<file path="src/rtl/acc_cpu_pkg.sv">
// Purpose: shared opcode/state encodings for the parametrised accumulator CPU.
// Latency: n/a (types and constants only).
// Backpressure: n/a.
package acc_cpu_pkg;

    localparam int OPC_W = 3;

    typedef enum logic [OPC_W-1:0] {
        OP_HLT = 3'b000,
        OP_SKZ = 3'b001,
        OP_ADD = 3'b010,
        OP_AND = 3'b011,
        OP_XOR = 3'b100,
        OP_LDA = 3'b101,
        OP_STO = 3'b110,
        OP_JMP = 3'b111
    } opcode_e;

    typedef enum logic [2:0] {
        FETCH  = 3'd0,
        LOADIR = 3'd1,
        EXEC   = 3'd2,
        WB     = 3'd3,
        HALTED = 3'd4
    } state_e;

    // Opcodes that read data memory in EXEC and update acc in WB.
    function automatic logic is_mem_read_op(input opcode_e op);
        return (op == OP_ADD) || (op == OP_AND) || (op == OP_XOR) || (op == OP_LDA);
    endfunction

endpackage

</file>
<file path="src/rtl/acc_cpu_alu.sv">
// Purpose: accumulator ALU producing the WB value for ADD/AND/XOR/LDA.
// Latency: combinational.
// Backpressure: none; pure function of its inputs.
module acc_cpu_alu
    import acc_cpu_pkg::*;
#(
    parameter int DATA_W = 8
) (
    input  logic [DATA_W-1:0] acc,
    input  logic [DATA_W-1:0] rdata,
    input  opcode_e           opcode,
    output logic [DATA_W-1:0] result
);

    // Select the new accumulator value; ADD drops the carry, other opcodes keep acc.
    always_comb begin
        result = acc;
        case (opcode)
            OP_ADD:  result = acc + rdata;
            OP_AND:  result = acc & rdata;
            OP_XOR:  result = acc ^ rdata;
            OP_LDA:  result = rdata;
            default: result = acc;
        endcase
    end

endmodule

</file>
<file path="src/rtl/acc_cpu_param.sv">
// Purpose: multi-cycle accumulator CPU core with external sync-read instruction/data memories; PERF_CNT_EN adds a retired-instruction counter.
// Latency: ALU/LDA 4 cycles, STO/JMP/SKZ 3 cycles, HLT 3 cycles to halt; resumes from HALTED the cycle after start.
// Backpressure: none; memories have fixed one-cycle read latency and start is only honoured while halted.
module acc_cpu_param
    import acc_cpu_pkg::*;
#(
    parameter int DATA_W = 8,
    parameter int ADDR_W = 5
) (
    input  logic                    clk,
    input  logic                    rst,
    input  logic                    start,
    output logic                    imem_en,
    output logic [ADDR_W-1:0]       imem_addr,
    input  logic [OPC_W+ADDR_W-1:0] imem_rdata,
    output logic                    dmem_en,
    output logic                    dmem_we,
    output logic [ADDR_W-1:0]       dmem_addr,
    output logic [DATA_W-1:0]       dmem_wdata,
    input  logic [DATA_W-1:0]       dmem_rdata,
    output logic                    halt,
    output logic [ADDR_W-1:0]       pc_o,
    output logic [DATA_W-1:0]       acc_o
`ifdef PERF_CNT_EN
    ,
    output logic [31:0]             instr_count
`endif
);

    localparam int IW = OPC_W + ADDR_W;

    state_e            state;
    state_e            state_nxt;
    logic [ADDR_W-1:0] pc;
    logic [IW-1:0]     ir;
    logic [DATA_W-1:0] acc;
    logic [DATA_W-1:0] alu_result;
    opcode_e           ir_op;
    logic [ADDR_W-1:0] ir_operand;

    assign ir_op      = opcode_e'(ir[IW-1 -: OPC_W]);
    assign ir_operand = ir[ADDR_W-1:0];

    assign imem_addr  = pc;
    assign dmem_addr  = ir_operand;
    assign dmem_wdata = acc;
    assign pc_o       = pc;
    assign acc_o      = acc;

    acc_cpu_alu #(
        .DATA_W (DATA_W)
    ) u_alu (
        .acc    (acc),
        .rdata  (dmem_rdata),
        .opcode (ir_op),
        .result (alu_result)
    );

    // State register; reset always lands in FETCH.
    always_ff @(posedge clk) begin
        if (rst) state <= FETCH;
        else     state <= state_nxt;
    end

    // Next-state sequencing; only memory-reading ops take the WB cycle.
    always_comb begin
        state_nxt = state;
        case (state)
            FETCH:   state_nxt = LOADIR;
            LOADIR:  state_nxt = EXEC;
            EXEC: begin
                if (is_mem_read_op(ir_op)) state_nxt = WB;
                else if (ir_op == OP_HLT)  state_nxt = HALTED;
                else                       state_nxt = FETCH;
            end
            WB:      state_nxt = FETCH;
            HALTED:  state_nxt = start ? FETCH : HALTED;
            default: state_nxt = FETCH;
        endcase
    end

    // Memory strobes, decoded from state/ir and suppressed during reset so a STO in flight cannot write.
    always_comb begin
        imem_en = 1'b0;
        dmem_en = 1'b0;
        dmem_we = 1'b0;
        if (!rst) begin
            case (state)
                FETCH: imem_en = 1'b1;
                EXEC: begin
                    if (is_mem_read_op(ir_op)) begin
                        dmem_en = 1'b1;
                    end else if (ir_op == OP_STO) begin
                        dmem_en = 1'b1;
                        dmem_we = 1'b1;
                    end
                end
                default: ;
            endcase
        end
    end

    // Registered halt flag tracks entry into and exit from HALTED.
    always_ff @(posedge clk) begin
        if (rst) halt <= 1'b0;
        else     halt <= (state_nxt == HALTED);
    end

    // pc, ir and acc updates; pc arithmetic wraps at 2**ADDR_W.
    always_ff @(posedge clk) begin
        if (rst) begin
            pc  <= '0;
            ir  <= '0;
            acc <= '0;
        end else begin
            case (state)
                LOADIR: ir <= imem_rdata;
                EXEC: begin
                    case (ir_op)
                        OP_STO, OP_HLT: pc <= pc + ADDR_W'(1);
                        OP_JMP:         pc <= ir_operand;
                        OP_SKZ:         pc <= (acc == '0) ? pc + ADDR_W'(2) : pc + ADDR_W'(1);
                        default: ;
                    endcase
                end
                WB: begin
                    acc <= alu_result;
                    pc  <= pc + ADDR_W'(1);
                end
                default: ;
            endcase
        end
    end

`ifdef PERF_CNT_EN
    logic retire;

    // An instruction retires on leaving WB, or on leaving EXEC for FETCH/HALTED.
    assign retire = (state == WB) || ((state == EXEC) && (state_nxt != WB));

    // Free-running retired-instruction count, wraps at 2**32 and holds while halted.
    always_ff @(posedge clk) begin
        if (rst)         instr_count <= '0;
        else if (retire) instr_count <= instr_count + 32'd1;
    end
`else
    // Counter not built: no extra port or state.
`endif

endmodule

</file>
<file path="config.mk">
export PLATFORM = sky130hd
export DESIGN_NAME = acc_cpu_param
export DESIGN_NICKNAME = d
export VERILOG_FILES = /design/src/rtl/acc_cpu_pkg.sv /design/src/rtl/acc_cpu_alu.sv /design/src/rtl/acc_cpu_param.sv
export SDC_FILE = /design/constraint.sdc
export NUM_CORES = 1
export LEC_CHECK = 0
export ABC_AREA = 1
export CAP_MARGIN = 20
export CORE_AREA = 2 2 80 82
export CTS_BUF_LIST = sky130_fd_sc_hd__clkbuf_4 sky130_fd_sc_hd__clkbuf_8
export CTS_CLUSTER_SIZE = 16
export DETAILED_ROUTE_END_ITERATION = 16
export DIE_AREA = 0 0 82 84
export GPL_TIMING_DRIVEN = 1
export HOLD_SLACK_MARGIN = 0.08
export PLACE_DENSITY_LB_ADDON = 0.15
export SLEW_MARGIN = 20
export SYNTH_ARGS = -nofsm -noshare
export SYNTH_HDL_FRONTEND = slang
export SYNTH_SLANG_ARGS = --single-unit
</file>
<file path="constraint.sdc">
create_clock -name clk -period 2 [get_ports clk]
set_clock_uncertainty 0.2 [all_clocks]
set_input_delay 0.2 -clock clk [delete_from_list [all_inputs] [get_ports clk]]
set_output_delay 0.2 -clock clk [all_outputs]
set_load 0.005 [all_outputs]
</file>
== Word-level counts from Yosys, hierarchy flattened ==
Index checks and enable logic that the tools add are counted.
Word-level totals
  flip-flop bits (word level): 25
  logic and storage cells: 51
  output and inout port bits: 35
Operators by class
  add/subtract/negate cells: 3
  mux-type cells: 17
  equality and inequality tests: 13
  bitwise logic cells: 2
  reduce and logical (&&, ||, !) cells: 11
Operators with widths (count)
  case mux 8 bit (4 select lines): 1
  == test 3 bit (second input constant): 6
  case mux 5 bit (3 select lines): 1
  == test 3 x 2 -> 1 bit (second input constant): 4
  case mux 3 bit (4 select lines): 1
  case mux 5 bit (2 select lines): 1
  two-way mux 1 bit: 9
  two-way mux 3 bit: 3
  adder 8 bit: 1
  AND 8 bit: 1
  logical NOT 8 bit: 1
  bitwise XOR 8 bit: 1
  == test 3 x 1 -> 1 bit (second input constant): 2
  logical NOT 3 bit: 2
  adder 5 x 1 -> 5 bit (second input constant): 1
  adder 5 x 2 -> 5 bit (second input constant): 1
  two-way mux 5 bit: 1
  inequality test 4 bit (second input constant): 1
  AND reduction 2 bit: 2
  nonzero test 4 bit: 1
  logical OR 1 bit: 3
  nonzero test 2 bit: 1
  OR reduction 2 bit: 1

== Logic depth before layout (Yosys ltp) ==
Gate-level depths: netlist of the first run.
  depth in word-level cells: 7
  depth in mapped cells: 10
  gate-level depth less buffers: 10

== By module ==
Synthesis of the first run repeated with hierarchy kept, for this count alone.
Unflattened totals
  cells, all modules: 330
  area total of the unflattened synthesis: 2088.3 µm²
By module, submodules not included
  acc_cpu_param: seq. area each 500.5 µm², instances 1, cells each 209, area each 1407.6 µm²
  acc_cpu_alu: seq. area each 0.0 µm², instances 1, cells each 121, area each 680.7 µm²

== Worst setup path after synthesis of the first run ==
Ideal clock, no wire load.
  kind: register to register
  start: register acc[0] (netlist: acc_o[0])
  end: register acc[2] (netlist: acc_o[2])
  required time: 1.685 ns
  period minus slack after synthesis: 1.697 ns
  data arrival time: 1.382 ns
  setup slack: 0.303 ns
  cell stages (with the launch flop): 8
  library setup time: 0.115 ns
  cells stage by stage: dfxtp_1 ha_1 fa_1 xor2_1 nand2_1 nand4_1 nor2_1 nor2_1
Between the ends
  word-level cells in the longest chain between the ends: 2
RTL lines
  from (decl): RTL line acc_cpu_param.sv:36  | logic [DATA_W-1:0] acc;
  from (signal assigned): RTL line acc_cpu_param.sv:127  | acc <= alu_result;
  adder 8 bit: RTL line acc_cpu_alu.sv:19  | OP_ADD: result = acc + rdata;
  case mux 8 bit (4 select lines): RTL line acc_cpu_alu.sv:18  | case (opcode)
No other way between the ends.
A chain may end at the register's enable or synchronous reset.

== Worst setup path after layout of the first run ==
  start: register ir[7]
  end: output port dmem_en
Between the ends
  word-level cells in the longest chain between the ends: 7
RTL lines
  from (decl): RTL line acc_cpu_param.sv:35  | logic [IW-1:0] ir;
  from (signal assigned): RTL line acc_cpu_param.sv:117  | LOADIR: ir <= imem_rdata;
  == test 3 x 2 -> 1 bit: RTL line acc_cpu_pkg.sv:29  | return (op == OP_ADD) || (op == OP_AND) || (op == OP_XOR) || (op == OP_LDA);
  logical OR 1 bit (3 in a row): RTL line acc_cpu_pkg.sv:29
  two-way mux 1 bit *: RTL line acc_cpu_param.sv:91  | if (is_mem_read_op(ir_op)) begin
  two-way mux 1 bit *: RTL line acc_cpu_param.sv:88  | case (state)
  two-way mux 1 bit *: RTL line acc_cpu_param.sv:87  | if (!rst) begin
  to (decl): RTL line acc_cpu_param.sv:16  | output logic dmem_en,
Every way passes the cells marked *; elsewhere a longest branch is shown, timed or not.

==> results of run 1 <==
-- layer usage --
layer / part of all wire [%] / global-route usage, % / up-vias
li1: - / - / 1147
met1: 52 / 23.9 / 942
met2: 44 / 26.0 / 48
met3: 3.5 / 2.49 / 7
met4: 1.3 / 4.55 / 0
met5: 0 / 0 / -
-- cells in the final DEF, fill, tap and decap left out --
master            n
nand2_1          91
clkdlybuf4s50_1  51
inv_1            45
nor2_1           26
nand3_1          24
a21oi_1          24
dfxtp_1          22
buf_4            21
o21ai_0          10
ha_1             10
o21ai_1           8
nand4_1           8
nor2_2            4
inv_2             3
nand2_4           3
nor3_1            3
clkbuf_8          3
nand3_2           2
o22ai_1           2
o21ai_2           2
xor2_1            2
xnor2_1           2
dfxtp_2           2
dlygate4sd2_1     2
nor4_2            1
nand2_2           1
nor2_4            1
a211oi_1          1
o21bai_4          1
o21ai_4           1
nand3b_1          1
a32oi_1           1
o211ai_1          1
fa_1              1
clkinv_2          1
dfxtp_4           1
buf_12            1
-- per-stage QoR --
stage               util (%)  instance area, um2  hold slack [ns]
finish                  45.2                2760            0.272
global route            45.2                2760            0.308
CTS                     45.2                2750            0.274
detailed placement      44.3                2700            0.259
global placement        44.3                2700            0.252
floorplan                  -                2060            0.193
-- state kept, by name (all words and copies together), names as in the netlist --
signal	flops
state	3
halt	1
ir	8
acc_o	8
imem_addr	5
-- tightest hold or removal path, delay by kind of cell (launching register included) --
kind	cells	cell delay (ns)
AO/OA/AOI/OAI	1	0.05
flip-flops	1	0.34
buffers and inverters	1	0.05
-- where the power goes --
group	internal (mW)	switching, mW
clock	0.140	0.174
combinational	0.346	0.368
sequential	0.559	0.0721
total	1.04	0.614
-- logic make-up (layout without fill, tap and decap cells) --
group / count (synthesis) / in the layout / synth area share [%]
buffers and inverters: 72 / 127 / 16.8
AOI/OAI and AO/OA: 51 / 51 / 14.5
adders and majority gates: 11 / 11 / 7.05
DFF: 25 / 25 / 24.3
xor gates and xnor gates: 4 / 4 / 1.70
and+or+nand+nor: 165 / 165 / 35.7
-- worst max path at each step --
stage                  start  endpoint  cells past startpoint
5_1_grt                ir[7]   dmem_en                      5
3_5_place_dp   dmem_rdata[0]  acc_o[2]                      8
3_3_place_gp   dmem_rdata[0]  acc_o[4]                      8
2_1_floorplan       acc_o[0]  acc_o[2]                      7
4_1_cts                ir[7]   dmem_en                      5
6_report               ir[7]   dmem_en                      5
-- final cells by class --
cell class / instances / area [um2] / share of cell area, %
Inverter: 48 / 180 / 6.54
Timing Repair Buffer: 75 / 706 / 25.6
Clock inverter: 1 / 5.00 / 0.182
Sequential cell: 25 / 507 / 18.4
Clock buffer: 3 / 41.3 / 1.50
Tap cell: 77 / 96.3 / 3.50
Multi-Input combinational cell: 231 / 1220 / 44.3
-- timing repair --
action | 4_1_cts | 5_1_grt
pin swaps | 0 | 0
setup buffers | 0 | 0
hold endpoints to repair | 0 | 0
resized for setup | 6 | 1
setup endpoints to repair | 2 | 1
==> summary.txt, run 1 <==
Placement
  – Buffers on Ports: between 50 and 60
  – Placed Instances: 456
  – Estimated wirelength of the detail-placed design: 4170 um
  – Global placement routability congestion: 0.798
  – Worst slack at placement: -0.0591 ns

Routing
  – Avg WL per Cell: 11.7 um
  – Total via count in the routed design: ~2,100
  – Count of TritonRoute iterations in the first routing pass: 4
  – Iteration-0 DRC Markers: 66
  – Number of remaining DRC errors: 0
  – DRT antenna net count: 0
  – Mean number of vias per cell: 4.66
  – Overall routed net length: between 5000 and 6000 um

CTS
  – Cts bufs inserted: 3
  – Deepest clock path buffer count: 2
  – Clock-pin slew reported for the worst setup and hold paths after clock tree synthesis: 0.10 ns
  – Later-pin clock latency in the skew report: about 0.27 ns
  – Hold buffers post-CTS: 0
  – Number of H-tree levels: 1
  – Root buffer cell: clkbuf_8
  – TritonCTS clock tree: done
  – Clock tree sinks: 25

Yosys
  – Portion of the post-synthesis area used by sequential elements: 24.3%
  – Number of nets in the synthesized netlist: about 360
  – Top_reg_cell synth: dfxtp_1
  – Post-synthesis cell type with the largest combined area: dfxtp_1
  – Post-Synthesis Cells: about 330
  – Syn. warnings: 0
  – EDFF count, synth: 0
  – Average footprint of a synthesized cell: 6.28 um2
  – Syn Std Cell Area: roughly 2000 um2
  – Distinct cell type count of the synthesized netlist: 31
  – Synth area leaders: dfxtp_1 24%, nand2_1 17%, inv_1 8.2%, buf_4 7.3%, ha_1 6.1%
  – Commonest cells in the netlist: 91 x nand2_1, 45 x inv_1, 26 x nor2_1
  – Library cell with the highest instance count after synthesis: nand2_1
  – Fraction of synthesis flops using an asynchronous set or reset pin: 0%
  – Synth Register Bits: 25
  – Area fraction of the dominant cell type after synthesis: 24.3%

Die
  – Effective utilization at floorplan: 33.8%
  – I/O pin count: 54
  – Die Footprint: 6890 um2
  – Number of rows in the core area: 29
  – Area of the core: 6100 um2
  – Die Width: 82 um
  – Vert. Die Dim: 84 um

STA
  – Final critical-path share of the clock period: 94.7%
  – Fmax: approximately 0.53 GHz
  – Accumulated negative setup slack: 0 ns
  – Time the worst path needs with I/O delays and setup: 1.89 ns
  – Setup Viol. Count Final: 0
  – Slew Limit Fails: 0
  – Slew of the pin with the lowest slew margin: 0.549 ns
  – Setup repair after global routing missed its margin: no
  – Final-report hold violation count: 0
  – Setup ws final: approximately 0.11 ns
  – Relative slew slack: 63.3%

Cells and area
  – Inserted Diodes: 0
  – Number of non-filler instances in the completed layout: 460
  – Final net count: 414
  – Ratio of cells with drive above 1 in the final layout: 12.5%
  – Synth-to-layout area growth: 33.8%
  – Count of filler cells inserted in the layout: roughly 670

Setup path
  – Crit path launch type: flop
  – Endpoint required time on the critical path: approximately 1.6 ns
  – Critical path peak fanout: 5
  – Slowest library cell on the worst path: dfxtp_4
  – Data arrival time of the critical path: 1.49 ns
  – Category of the most critical setup path: reg -> out
  – Worst path buffer plus inverter count: 2
  – Critical register-to-register path endpoint: acc_o[2]
  – Reg2Reg Setup Slack: around 0.24 ns
  – Endpoint type of the worst setup path: output pin
  – R2r startpoint: acc_o[0]
  – CP cell instances: buf_4 -> nor2_2 -> nor2_4 -> a211oi_1 -> dlygate4sd2_1
  – R2r worst-path depth: 7
  – CP peak stage delay: 0.38 ns
  – Critical path's top delay family: buffers and inverters

GRT
  – Total congestion overflow: 0
  – Via count of the first global-routing pass: 1,959
  – Number of antenna violations at the first check in global routing: 0
  – Aggregate global-route resource usage: 16.8%
  – First-pass GRT wire length: between 9000 and 10,000 um
  – Maximum number of pins on one net before global-route repair: 21

Worst hold path
  – Hold-critical path endpoint: ir[3]
  – Hold Path Cell Cnt: 2
  – Launch point of the worst hold path: ir[3]
  – Hold crit path type: reg -> reg

Power and ir drop
  – Power density over the cells: about 600 nW/um2
  – Overall power after layout: 1.66 mW
  – Largest voltage drop on the vdd net: 0.000273 V
  – Leakage dissipation: ~1.3 nW

Status
  – Result of the run: finished, final reports clean

Job
  – Number of max-cap violations: 0
Power figures use the tool's default switching activity.
==> inputs of run 2 (changes only) <==
CTS_CLUSTER_SIZE = 12   (was 16)
==> results of run 2 <==
Final layout, timing and power as in run 1 (identical DEF).
==> inputs of run 3 (changes only) <==
CORE_AREA = 2 2 84 78   (was 2 2 80 82)
DIE_AREA = 0 0 86 80   (was 0 0 82 84)
==> summary.txt, run 3 (same netlist as run 1, synthesis figures left out) <==
Routing
  – Mean number of vias per cell: 4.71 (was 4.66)
  – Total via count in the routed design: 2,160 (was 2,144)
  – Iteration-0 DRC Markers: 89 (was 66)
  – DRT antenna net count: 0 (unchanged)
  – Overall routed net length: 5530 um (was 5370 um)
  – Count of TritonRoute iterations in the first routing pass: 6 (was 4)
  – Number of remaining DRC errors: 0 (unchanged)
  – Avg WL per Cell: 12.0 um (was 11.7 um)

Die
  – Area of the core: 5980 um2 (was 6100 um2)
  – Number of rows in the core area: 27 (was 29)
  – Effective utilization at floorplan: 34.4% (was 33.8%)
  – Die Width: 86 um (was 82 um)
  – I/O pin count: 54 (unchanged)
  – Vert. Die Dim: 80 um (was 84 um)
  – Die Footprint: 6880 um2 (was 6890 um2)

Cells and area
  – Most common cell after layout, fill and taps aside: nand2_1 (unchanged)
  – Ratio of cells with drive above 1 in the final layout: 13.7% (was 12.5%)
  – Most frequent cells in the layout: 91 x nand2_1, 51 x clkdlybuf4s50_1, 45 x inv_1 (unchanged)
  – Count of filler cells inserted in the layout: 646 (was 666)
  – Synth-to-layout area growth: 34.9% (was 33.8%)
  – Inserted Diodes: 0 (unchanged)
  – Final net count: 418 (was 414)

GRT
  – Number of antenna violations at the first check in global routing: 0 (unchanged)
  – Via count of the first global-routing pass: 1,943 (was 1,959)
  – Maximum number of pins on one net before global-route repair: 14 (was 21)
  – Aggregate global-route resource usage: 16.9% (was 16.8%)
  – Total congestion overflow: 0 (unchanged)
  – First-pass GRT wire length: 9330 um (was 9170 um)

STA
  – Final critical-path share of the clock period: 94.3% (was 94.7%)
  – Slew of the pin with the lowest slew margin: 0.417 ns (was 0.549 ns)
  – Fmax: 0.530 GHz (was 0.528 GHz)
  – Setup Viol. Count Final: 0 (unchanged)
  – Final-report hold violation count: 0 (unchanged)
  – Relative slew slack: 72.1% (was 63.3%)
  – Setup repair after global routing missed its margin: no (unchanged)
  – Time the worst path needs with I/O delays and setup: 1.89 ns (about the same)
  – Post-Route Hold Slack: 0.268 ns (was 0.272 ns)
  – Slew Limit Fails: 0 (unchanged)

CTS
  – Deepest clock path buffer count: 2 (unchanged)
  – Later-pin clock latency in the skew report: 0.28 ns (was 0.27 ns)
  – TritonCTS clock tree: done (unchanged)
  – Clock tree sinks: 25 (unchanged)
  – Clock-pin slew reported for the worst setup and hold paths after clock tree synthesis: 0.10 ns (about the same)
  – Number of H-tree levels: 1 (unchanged)
  – Cts bufs inserted: 3 (unchanged)
  – Hold buffers post-CTS: 0 (unchanged)
  – Post-CTS Setup Inserts: 0 (unchanged)
  – Root buffer cell: clkbuf_8 (unchanged)

Power and ir drop
  – Leakage dissipation: 1.36 nW (was 1.34 nW)
  – Overall power after layout: 1.70 mW (was 1.66 mW)
  – Power density over the cells: 613 nW/um2 (was 602 nW/um2)
  – Largest voltage drop on the vdd net: 0.000307 V (was 0.000273 V)

Setup path
  – Endpoint required time on the critical path: 1.60 ns (about the same)
  – Reg2Reg Setup Slack: 0.21 ns (was 0.24 ns)
  – R2r worst-path depth: 8 (was 7)
  – R2r startpoint: ir[5] (was acc_o[0])
  – Category of the most critical setup path: in -> out (was reg -> out)
  – Crit path launch type: primary input (was flop)
  – Critical register-to-register path endpoint: acc_o[4] (was acc_o[2])
  – Data arrival time of the critical path: 1.49 ns (about the same)
  – Endpoint type of the worst setup path: output pin (unchanged)
  – Critical path peak fanout: 6 (was 5)

Worst hold path
  – Hold-critical path endpoint: ir[4] (was ir[3])
  – Launch point of the worst hold path: ir[4] (was ir[3])
  – Hold crit path type: reg -> reg (unchanged)
  – Hold Path Cell Cnt: 2 (unchanged)

Placement
  – Buffers on Ports: 53 (unchanged)
  – Global placement routability congestion: 0.839 (was 0.798)
  – Estimated wirelength of the detail-placed design: 4400 um (was 4170 um)

Status
  – Result of the run: finished, final reports clean (unchanged)

Job
  – Number of max-cap violations: 0 (unchanged)
-- run 3: layout make-up --
class / count / area (um2) / area share (%)
Tap cell: 72 / 90.1 / 3.24
Multi-Input combinational cell: 231 / 1230 / 44.4
Inverter: 48 / 180 / 6.49
Sequential cell: 25 / 503 / 18.1
Timing Repair Buffer: 79 / 723 / 26.0
Clock buffer: 4 / 48.8 / 1.76
-- run 3: how the worst max path moves through the flow --
stage             startpoint  endpoint  slack [ns]  cells after the start
6_report                 rst   imem_en        0.11                      4
5_1_grt             state[1]   dmem_we       0.005                      5
4_1_cts                ir[5]   dmem_en        0.11                      5
3_5_place_dp   dmem_rdata[0]  acc_o[4]       -0.05                      8
3_3_place_gp   dmem_rdata[0]  acc_o[2]       -0.03                      8
2_1_floorplan       acc_o[0]  acc_o[2]        0.30                      7
-- run 3: stage by stage --
step	TNS (ns)	worst slack (ns)	utilization [%]	instance area [um2]	instances
after floorplan	0	0.303	-	2060	328
after global placement	-0.0584	-0.0281	45.3	2710	455
after detailed placement	-0.120	-0.0492	45.3	2710	455
after CTS	0	0.113	46.2	2760	459
after global routing	0	0.00525	46.5	2780	459
final	0	0.114	46.5	2780	459
-- run 3: metal layers --
metal | GRT usage [%] | part of all wire (%) | vias to the layer above | wire, um
met1 | 25.0 | 51 | 951 | 2800
met5 | 0 | 0 | - | 0
met3 | 3.21 | 5.7 | 2 | 315
li1 | - | - | 1158 | -
met2 | 25.8 | 43 | 49 | 2380
met4 | 2.38 | 0.49 | 0 | 27
-- run 3: repair_timing --
| action | CTS | global route |
|---|---|---|
| pin swaps | 1 | 1 |
| resized for setup | 5 | 3 |
| setup endpoints to repair | 2 | 1 |
| hold endpoints to repair | 0 | 0 |
-- run 3: critical path, cell delays in order --
cell and delay, ns:
clkdlybuf4s50_1 0.48, buf_4 0.19, nor2_1 0.10, clkdlybuf4s50_1 0.51
-- run 3: power by group --
part / switching (mW) / internal [mW] / total [mW]
sequential: 0.0690 / 0.558 / 0.627
clock: 0.175 / 0.157 / 0.332
combinational: 0.385 / 0.358 / 0.743
